File: config.mk
export PLATFORM = sky130hd
export DESIGN_NAME = alu_int_flat
export DESIGN_NICKNAME = d
export VERILOG_FILES = /design/src/rtl/alu_int_if.sv /design/src/rtl/alu_int.sv /design/src/flat_wrapper.sv
export SDC_FILE = /design/constraint.sdc
export NUM_CORES = 1
export LEC_CHECK = 0
export ABC_CLOCK_PERIOD_IN_PS = 1400
export CAP_MARGIN = 20
export CORE_ASPECT_RATIO = 1.25
export CORE_MARGIN = 2
export CORE_UTILIZATION = 24
export DETAILED_ROUTE_END_ITERATION = 7
export MAX_ROUTING_LAYER = met4
export PLACE_DENSITY = 0.42
export SLEW_MARGIN = 25
export SYNTH_ARGS = -nofsm -noshare
export SYNTH_HDL_FRONTEND = slang
export SYNTH_SLANG_ARGS = --single-unit
File: constraint.sdc
create_clock -name CLK -period 1.4 [get_ports CLK]
set_input_delay 0.28 -clock CLK [delete_from_list [all_inputs] [get_ports CLK]]
set_output_delay 0.28 -clock CLK [all_outputs]
set_load 0.1 [all_outputs]
File: src/rtl/alu_int_if.sv
// Operand/result bundle between the issue logic and the integer ALU.
// master drives OP1/OP2/ALU_OP; slave (the ALU) returns RESULT and flags.
interface alu_int_if;
    logic [31:0] OP1;
    logic [31:0] OP2;
    logic [4:0]  ALU_OP;
    logic [31:0] RESULT;
    logic        ZERO;
    logic        SIGN_BIT;
    logic        SLTU_BIT;

    modport master (
        output OP1, OP2, ALU_OP,
        input  RESULT, ZERO, SIGN_BIT, SLTU_BIT
    );

    modport slave (
        input  OP1, OP2, ALU_OP,
        output RESULT, ZERO, SIGN_BIT, SLTU_BIT
    );
endinterface

File: src/rtl/alu_int.sv
// Execute-stage integer ALU: RV32I ops, optional RV32M via ALU_INT_MEXT_EN.
// Ports: CLK, RESET (async, active-high), bus (alu_int_if.slave): OP1,
// OP2, ALU_OP in; registered RESULT, ZERO, SIGN_BIT, SLTU_BIT out.
module alu_int (
    input logic       CLK,
    input logic       RESET,
    alu_int_if.slave  bus
);
    localparam logic [4:0] OP_ADD    = 5'b00000;
    localparam logic [4:0] OP_SUB    = 5'b01000;
    localparam logic [4:0] OP_SLL    = 5'b00001;
    localparam logic [4:0] OP_SLT    = 5'b00010;
    localparam logic [4:0] OP_SLTU   = 5'b00011;
    localparam logic [4:0] OP_XOR    = 5'b00100;
    localparam logic [4:0] OP_SRL    = 5'b00101;
    localparam logic [4:0] OP_SRA    = 5'b01101;
    localparam logic [4:0] OP_OR     = 5'b00110;
    localparam logic [4:0] OP_AND    = 5'b00111;
    localparam logic [4:0] OP_FWD    = 5'b11000;
`ifdef ALU_INT_MEXT_EN
    localparam logic [4:0] OP_MUL    = 5'b10000;
    localparam logic [4:0] OP_MULH   = 5'b10001;
    localparam logic [4:0] OP_MULHSU = 5'b10010;
    localparam logic [4:0] OP_MULHU  = 5'b10011;
    localparam logic [4:0] OP_DIV    = 5'b10100;
    localparam logic [4:0] OP_DIVU   = 5'b10101;
    localparam logic [4:0] OP_REM    = 5'b10110;
    localparam logic [4:0] OP_REMU   = 5'b10111;
`endif

    logic [31:0] op1;
    logic [31:0] op2;
    logic [4:0]  shamt;
    logic [31:0] res_next;

    assign op1   = bus.OP1;
    assign op2   = bus.OP2;
    assign shamt = op2[4:0];

`ifdef ALU_INT_MEXT_EN
    // One shared 33x33 signed multiplier; the extra top bit carries
    // either the sign or a zero, which selects signed/unsigned operands.
    logic               mul_a_sgn;
    logic               mul_b_sgn;
    logic [32:0]        mul_a;
    logic [32:0]        mul_b;
    logic signed [63:0] prod;

    assign mul_a_sgn = (bus.ALU_OP == OP_MULH)
                     | (bus.ALU_OP == OP_MULHSU);
    assign mul_b_sgn = (bus.ALU_OP == OP_MULH);
    assign mul_a = {mul_a_sgn & op1[31], op1};
    assign mul_b = {mul_b_sgn & op2[31], op2};
    assign prod  = $signed({{31{mul_a[32]}}, mul_a})
                 * $signed({{31{mul_b[32]}}, mul_b});

    // One unsigned divider on magnitudes; signs are restored afterwards.
    // 0x80000000 / -1 falls out naturally: |q| = 2^31, negated back.
    logic        div_sgn;
    logic        a_neg;
    logic        b_neg;
    logic        div_zero;
    logic [31:0] abs_a;
    logic [31:0] abs_b;
    logic [31:0] div_den;
    logic [31:0] uq;
    logic [31:0] ur;
    logic [31:0] q_out;
    logic [31:0] r_out;

    assign div_sgn  = (bus.ALU_OP == OP_DIV) | (bus.ALU_OP == OP_REM);
    assign a_neg    = div_sgn & op1[31];
    assign b_neg    = div_sgn & op2[31];
    assign abs_a    = a_neg ? (~op1 + 32'd1) : op1;
    assign abs_b    = b_neg ? (~op2 + 32'd1) : op2;
    assign div_zero = (op2 == 32'd0);
    assign div_den  = div_zero ? 32'd1 : abs_b;
    assign uq       = abs_a / div_den;
    assign ur       = abs_a % div_den;
    assign q_out    = (a_neg ^ b_neg) ? (~uq + 32'd1) : uq;
    assign r_out    = a_neg ? (~ur + 32'd1) : ur;
`endif

    always_comb begin
        res_next = '0;
        unique case (bus.ALU_OP)
            OP_ADD:  res_next = op1 + op2;
            OP_SUB:  res_next = op1 - op2;
            OP_SLL:  res_next = op1 << shamt;
            OP_SLT:  res_next = {31'b0, $signed(op1) < $signed(op2)};
            OP_SLTU: res_next = {31'b0, op1 < op2};
            OP_XOR:  res_next = op1 ^ op2;
            OP_SRL:  res_next = op1 >> shamt;
            OP_SRA:  res_next = $unsigned($signed(op1) >>> shamt);
            OP_OR:   res_next = op1 | op2;
            OP_AND:  res_next = op1 & op2;
            OP_FWD:  res_next = op2;
`ifdef ALU_INT_MEXT_EN
            OP_MUL:    res_next = prod[31:0];
            OP_MULH:   res_next = prod[63:32];
            OP_MULHSU: res_next = prod[63:32];
            OP_MULHU:  res_next = prod[63:32];
            OP_DIV:    res_next = div_zero ? 32'hFFFF_FFFF : q_out;
            OP_DIVU:   res_next = div_zero ? 32'hFFFF_FFFF : q_out;
            OP_REM:    res_next = div_zero ? op1 : r_out;
            OP_REMU:   res_next = div_zero ? op1 : r_out;
`endif
            default: res_next = '0;
        endcase
    end

    always_ff @(posedge CLK or posedge RESET) begin
        if (RESET) begin
            bus.RESULT   <= '0;
            bus.ZERO     <= 1'b0;
            bus.SIGN_BIT <= 1'b0;
            bus.SLTU_BIT <= 1'b0;
        end else begin
            bus.RESULT   <= res_next;
            bus.ZERO     <= (res_next == 32'd0);
            bus.SIGN_BIT <= res_next[31];
            bus.SLTU_BIT <= (op1 < op2);
        end
    end
endmodule

File: src/flat_wrapper.sv
// flat-port wrapper written by rule: the top's interface ports become plain ports
module alu_int_flat 
  (CLK, RESET, bus_OP1, bus_OP2, bus_ALU_OP, bus_RESULT, bus_ZERO, bus_SIGN_BIT, bus_SLTU_BIT);
  alu_int_if bus_i ();
  input logic CLK;
  input logic RESET;
  input wire logic [$bits(bus_i.OP1)-1:0] bus_OP1;
  input wire logic [$bits(bus_i.OP2)-1:0] bus_OP2;
  input wire logic [$bits(bus_i.ALU_OP)-1:0] bus_ALU_OP;
  output wire logic [$bits(bus_i.RESULT)-1:0] bus_RESULT;
  output wire logic [$bits(bus_i.ZERO)-1:0] bus_ZERO;
  output wire logic [$bits(bus_i.SIGN_BIT)-1:0] bus_SIGN_BIT;
  output wire logic [$bits(bus_i.SLTU_BIT)-1:0] bus_SLTU_BIT;
  assign bus_i.OP1 = bus_OP1;
  assign bus_i.OP2 = bus_OP2;
  assign bus_i.ALU_OP = bus_ALU_OP;
  assign bus_RESULT = bus_i.RESULT;
  assign bus_ZERO = bus_i.ZERO;
  assign bus_SIGN_BIT = bus_i.SIGN_BIT;
  assign bus_SLTU_BIT = bus_i.SLTU_BIT;
  alu_int u_core (.CLK(CLK), .RESET(RESET), .bus(bus_i));
endmodule
==> results.sh <==
export IMPL_status="finished with violations"
export IMPL_failed_checks="setup timing"
export IMPL_min_period_ns=3.78
export IMPL_grt_first_pass_wirelength_mm=114
export IMPL_drt_total_wl_mm=79.9
export IMPL_critPathCaptureType="flip-flop"
export IMPL_avgSynthCellArea_um2=7.20
export IMPL_synth_edf_count=0
export IMPL_relSlewSlack_pct=47.2
export IMPL_ir_drop_mv=0.366
export IMPL_yosys_warnings=0
export IMPL_layout_drive_gt1_share_pct=51.3
export IMPL_root_buffer="clkbuf_16"
export IMPL_io_pin_count=106
export IMPL_drtPass1Iterations=8
export IMPL_hold_buffers=0
export IMPL_area_delta_synth_final_pct=91.4
export IMPL_async_flop_share_pct=100
export IMPL_fp_dieH_um=244
export IMPL_vias_per_cell=5.58
export IMPL_cpMaxStageDelayCell="or4_4"
export IMPL_combPwrFrac_pct=80.1
export IMPL_path_cells="buf_6 > ha_4 > fa_2 > o21ba_4 > or4_4 > a211oi_4 > buf_12 > a21oi_4 > buf_6 > o31a_1 > a221oi_2 > o21ai_2 > or4_4 > nor4_4 > buf_4 > nand4_1 > nor3_2"
export IMPL_max_freq_mhz=265
export IMPL_setup_viol=34
export IMPL_rows=88
export IMPL_numCtsBuffers=5
export IMPL_power_switching_mw=5.77
export IMPL_grt_pass1_vias=16600
export IMPL_setup_ws_ns=-2.38
export IMPL_postSynthCellCount=1539
export IMPL_dieWidth_um=196
export IMPL_hold_viol=0
export IMPL_worst_path_largest_cell_delay_ns=0.51
export IMPL_avgRoutedWirePerCell_um=27.2
export IMPL_gp_congestion=1.03
export IMPL_final_max_slew_viol_count=0
export IMPL_tightestPinTransition_ns=0.792
export IMPL_cap_violations=0
export IMPL_hold_class="input pin to asynchronous set/reset pin"
export IMPL_ys_types=94
export IMPL_p_int_mw=6.20
export IMPL_grt_use_total_pct=33.5
export IMPL_clk_pin_slew_ns=0.06
export IMPL_critPathRequiredTime_ns=1.62
export IMPL_fin_area_mm2=0.0212
export IMPL_final_nets=2526
export IMPL_rsz0062_at_grt="yes"
export IMPL_grt_ovfl_total=0
export IMPL_pwr_share_clk_pct=9.8
export IMPL_min_period_over_period_pct=270
export IMPL_port_buffer_count=105
export IMPL_yosys_most_used_dff="dfrtp_1"
export IMPL_swShare_pct=48.2
export IMPL_cp_start_kind="input pin"
export IMPL_dpl_hpwl_mm=66.7
export IMPL_syn_area_mm2=0.0111
export IMPL_cts_tree="yes"
export IMPL_ys_ff_latch=34
export IMPL_antenna_left=0
export IMPL_critPathKind="input pin to flip-flop"
export IMPL_die_area_mm2=0.0479
export IMPL_pre_cts_slack_ns=-3.25
export IMPL_arrival_ns=4.00
export IMPL_yosysSeqAreaShare_pct=7.68
export IMPL_leakage_nw=9.77
export IMPL_antenna_found_initial=3
export IMPL_core_mm2=0.0459
export IMPL_initial_utilization_pct=24.1
export IMPL_num_vias=16400
export IMPL_drtIter0Drc=1296
export IMPL_htree_levels=2
export IMPL_synth_nets=1710
export IMPL_numClockSinks=34
export IMPL_grt_max_degree=46
export IMPL_drcViolationCount=0
export IMPL_placed_cell_area_mm2=0.0185
export IMPL_pwr_share_seq_pct=10.1
export IMPL_clock_path_buffers=2
export IMPL_path_max_fanout=3
export IMPL_power_density_mw_per_mm2=564
[path summary, 6_finish.rpt]
path	slack (ns)	cells after the start	start	end
max in group asynchronous	0.83	3	RESET	u_core.bus.RESULT[31]
hold / removal	0.33	3	RESET	u_core.bus.RESULT[20]
min in group CLK	0.76	5	bus_OP1[31]	u_core.bus.SLTU_BIT
setup / recovery	-2.38	17	bus_OP2[0]	u_core.bus.ZERO
[area by class of cell]
cell class	count	area, µm²
inverters	102	433
clock buffers	8	136
multi-input cells	1285	10900
well taps	585	732
diodes	2	5.00
repair buffers	927	8130
flip-flops and latches	34	852
fillers	4680	24700
[through the flow]
| step | instances | TNS [ns] | hold slack, ns | power [mW] | util, % |
|---|---|---|---|---|---|
| 2_1_floorplan | 1539 | -46.31 | 0.422 | 5.00 | - |
| 3_3_place_gp | 2840 | -76.38 | 0.652 | 9.52 | 40.2 |
| 3_5_place_dp | 2840 | -76.93 | 0.661 | 9.53 | 40.2 |
| 4_1_cts | 2920 | -49.07 | 0.340 | 11.6 | 45.0 |
| 5_1_grt | 2943 | -49.41 | 0.385 | 12.5 | 46.2 |
| 6_report | 2943 | -47.57 | 0.329 | 12.0 | 46.2 |
[power by group through the flow]
stage / Combinational, mW / Clock (mW) / Sequential [mW]
finish: 9.59 / 1.17 / 1.21
global route: 10.0 / 1.25 / 1.22
global placement: 8.30 / 0 / 1.22
floorplan: 2.96 / 0 / 2.04
detailed placement: 8.30 / 0 / 1.23
CTS: 9.18 / 1.22 / 1.21
[state kept, by name, summed over array words and instances, names as in the netlist]
signal / flops
u_core.bus.RESULT: 32
u_core.bus.SLTU_BIT: 1
u_core.bus.ZERO: 1
[synthesized netlist by cell type (6+ instances only)]
| cell | n | area, µm² |
|---|---|---|
| a21o_1 | 26 | 195 |
| o31ai_1 | 12 | 90.1 |
| mux2_2 | 23 | 259 |
| a31oi_1 | 17 | 106 |
| xnor2_1 | 6 | 52.6 |
| mux2i_1 | 61 | 611 |
| nand2_1 | 129 | 484 |
| nand2b_1 | 14 | 87.6 |
| or4_1 | 9 | 67.6 |
| dfrtp_1 | 34 | 851 |
| a211o_1 | 14 | 123 |
| or2_2 | 7 | 43.8 |
| nor2b_1 | 33 | 206 |
| buf_2 | 21 | 105 |
| nor2_1 | 144 | 541 |
| inv_1 | 100 | 375 |
| a211oi_1 | 30 | 225 |
| o211ai_1 | 36 | 270 |
| nor3_1 | 38 | 190 |
| a221o_1 | 12 | 120 |
| a22o_1 | 6 | 52.6 |
| o221ai_1 | 23 | 201 |
| nand4_1 | 15 | 93.8 |
| o21ai_0 | 106 | 531 |
| or3_1 | 8 | 50.1 |
| clkbuf_1 | 69 | 259 |
| o21a_1 | 12 | 90.1 |
| mux4_2 | 32 | 721 |
| a21oi_1 | 109 | 546 |
| o22ai_1 | 16 | 100 |
| a222oi_1 | 6 | 60.1 |
| a2111oi_0 | 9 | 78.8 |
| and2_1 | 9 | 56.3 |
| and3_1 | 13 | 81.3 |
| a22oi_1 | 24 | 180 |
| buf_1 | 21 | 78.8 |
| ha_1 | 98 | 1230 |
| nor4_1 | 14 | 87.6 |
| nand3_1 | 43 | 215 |
| a221oi_1 | 16 | 140 |
[worst max-delay path: cells and delay by family]
kind,cells,cell delay (ns)
adders and majority gates,2,0.50
buffers and inverters,4,0.58
AOI/OAI and AO/OA,6,1.22
and+or+nand+nor,5,1.42
[per-layer routing]
layer,vias to the layer above,global-route usage (%),share of wire (%)
met4,0,14.6,5.1
li1,7499,-,-
met2,571,57.9,49
met1,8207,39.8,41
met3,156,2.81,4.4
met5,-,-,0
[cells in the final DEF (no fill, tap or decap), drive strengths merged, types with 26 or more instances in the layout]
| master | netlist | layout |
|---|---|---|
| o21ai | 107 | 107 |
| mux2 | 28 | 28 |
| nand2 | 129 | 129 |
| a211oi | 31 | 31 |
| nand3 | 43 | 43 |
| dfrtp | 34 | 34 |
| mux2i | 61 | 61 |
| buf | 49 | 871 |
| o211ai | 36 | 36 |
| ha | 98 | 98 |
| a21oi | 110 | 110 |
| a21o | 26 | 26 |
| nor3 | 39 | 39 |
| nor2b | 33 | 33 |
| mux4 | 33 | 33 |
| nor2 | 144 | 144 |
| inv | 102 | 98 |
[what timing repair did]
item / 4_1_cts / 5_1_grt
cloned: 3 / 0
resized for setup: 410 / 156
pin swaps: 94 / 85
setup buffers: 76 / 27
endpoints found under the setup margin: 34 / 34
[cells by family (layout without fill, tap and decap cells)]
kind of cell	Yosys count	in the layout	synth area share, %
fa+ha+maj	100	100	11.4
other cells	0	2	0
buf+inv	220	1037	8.07
simple gates	503	503	22.3
compound gates	552	552	34.6
flops	34	34	7.68
xor+xnor	8	8	0.633
mux	122	122	15.2
Note: power is estimated with default switching activity, not from simulation.
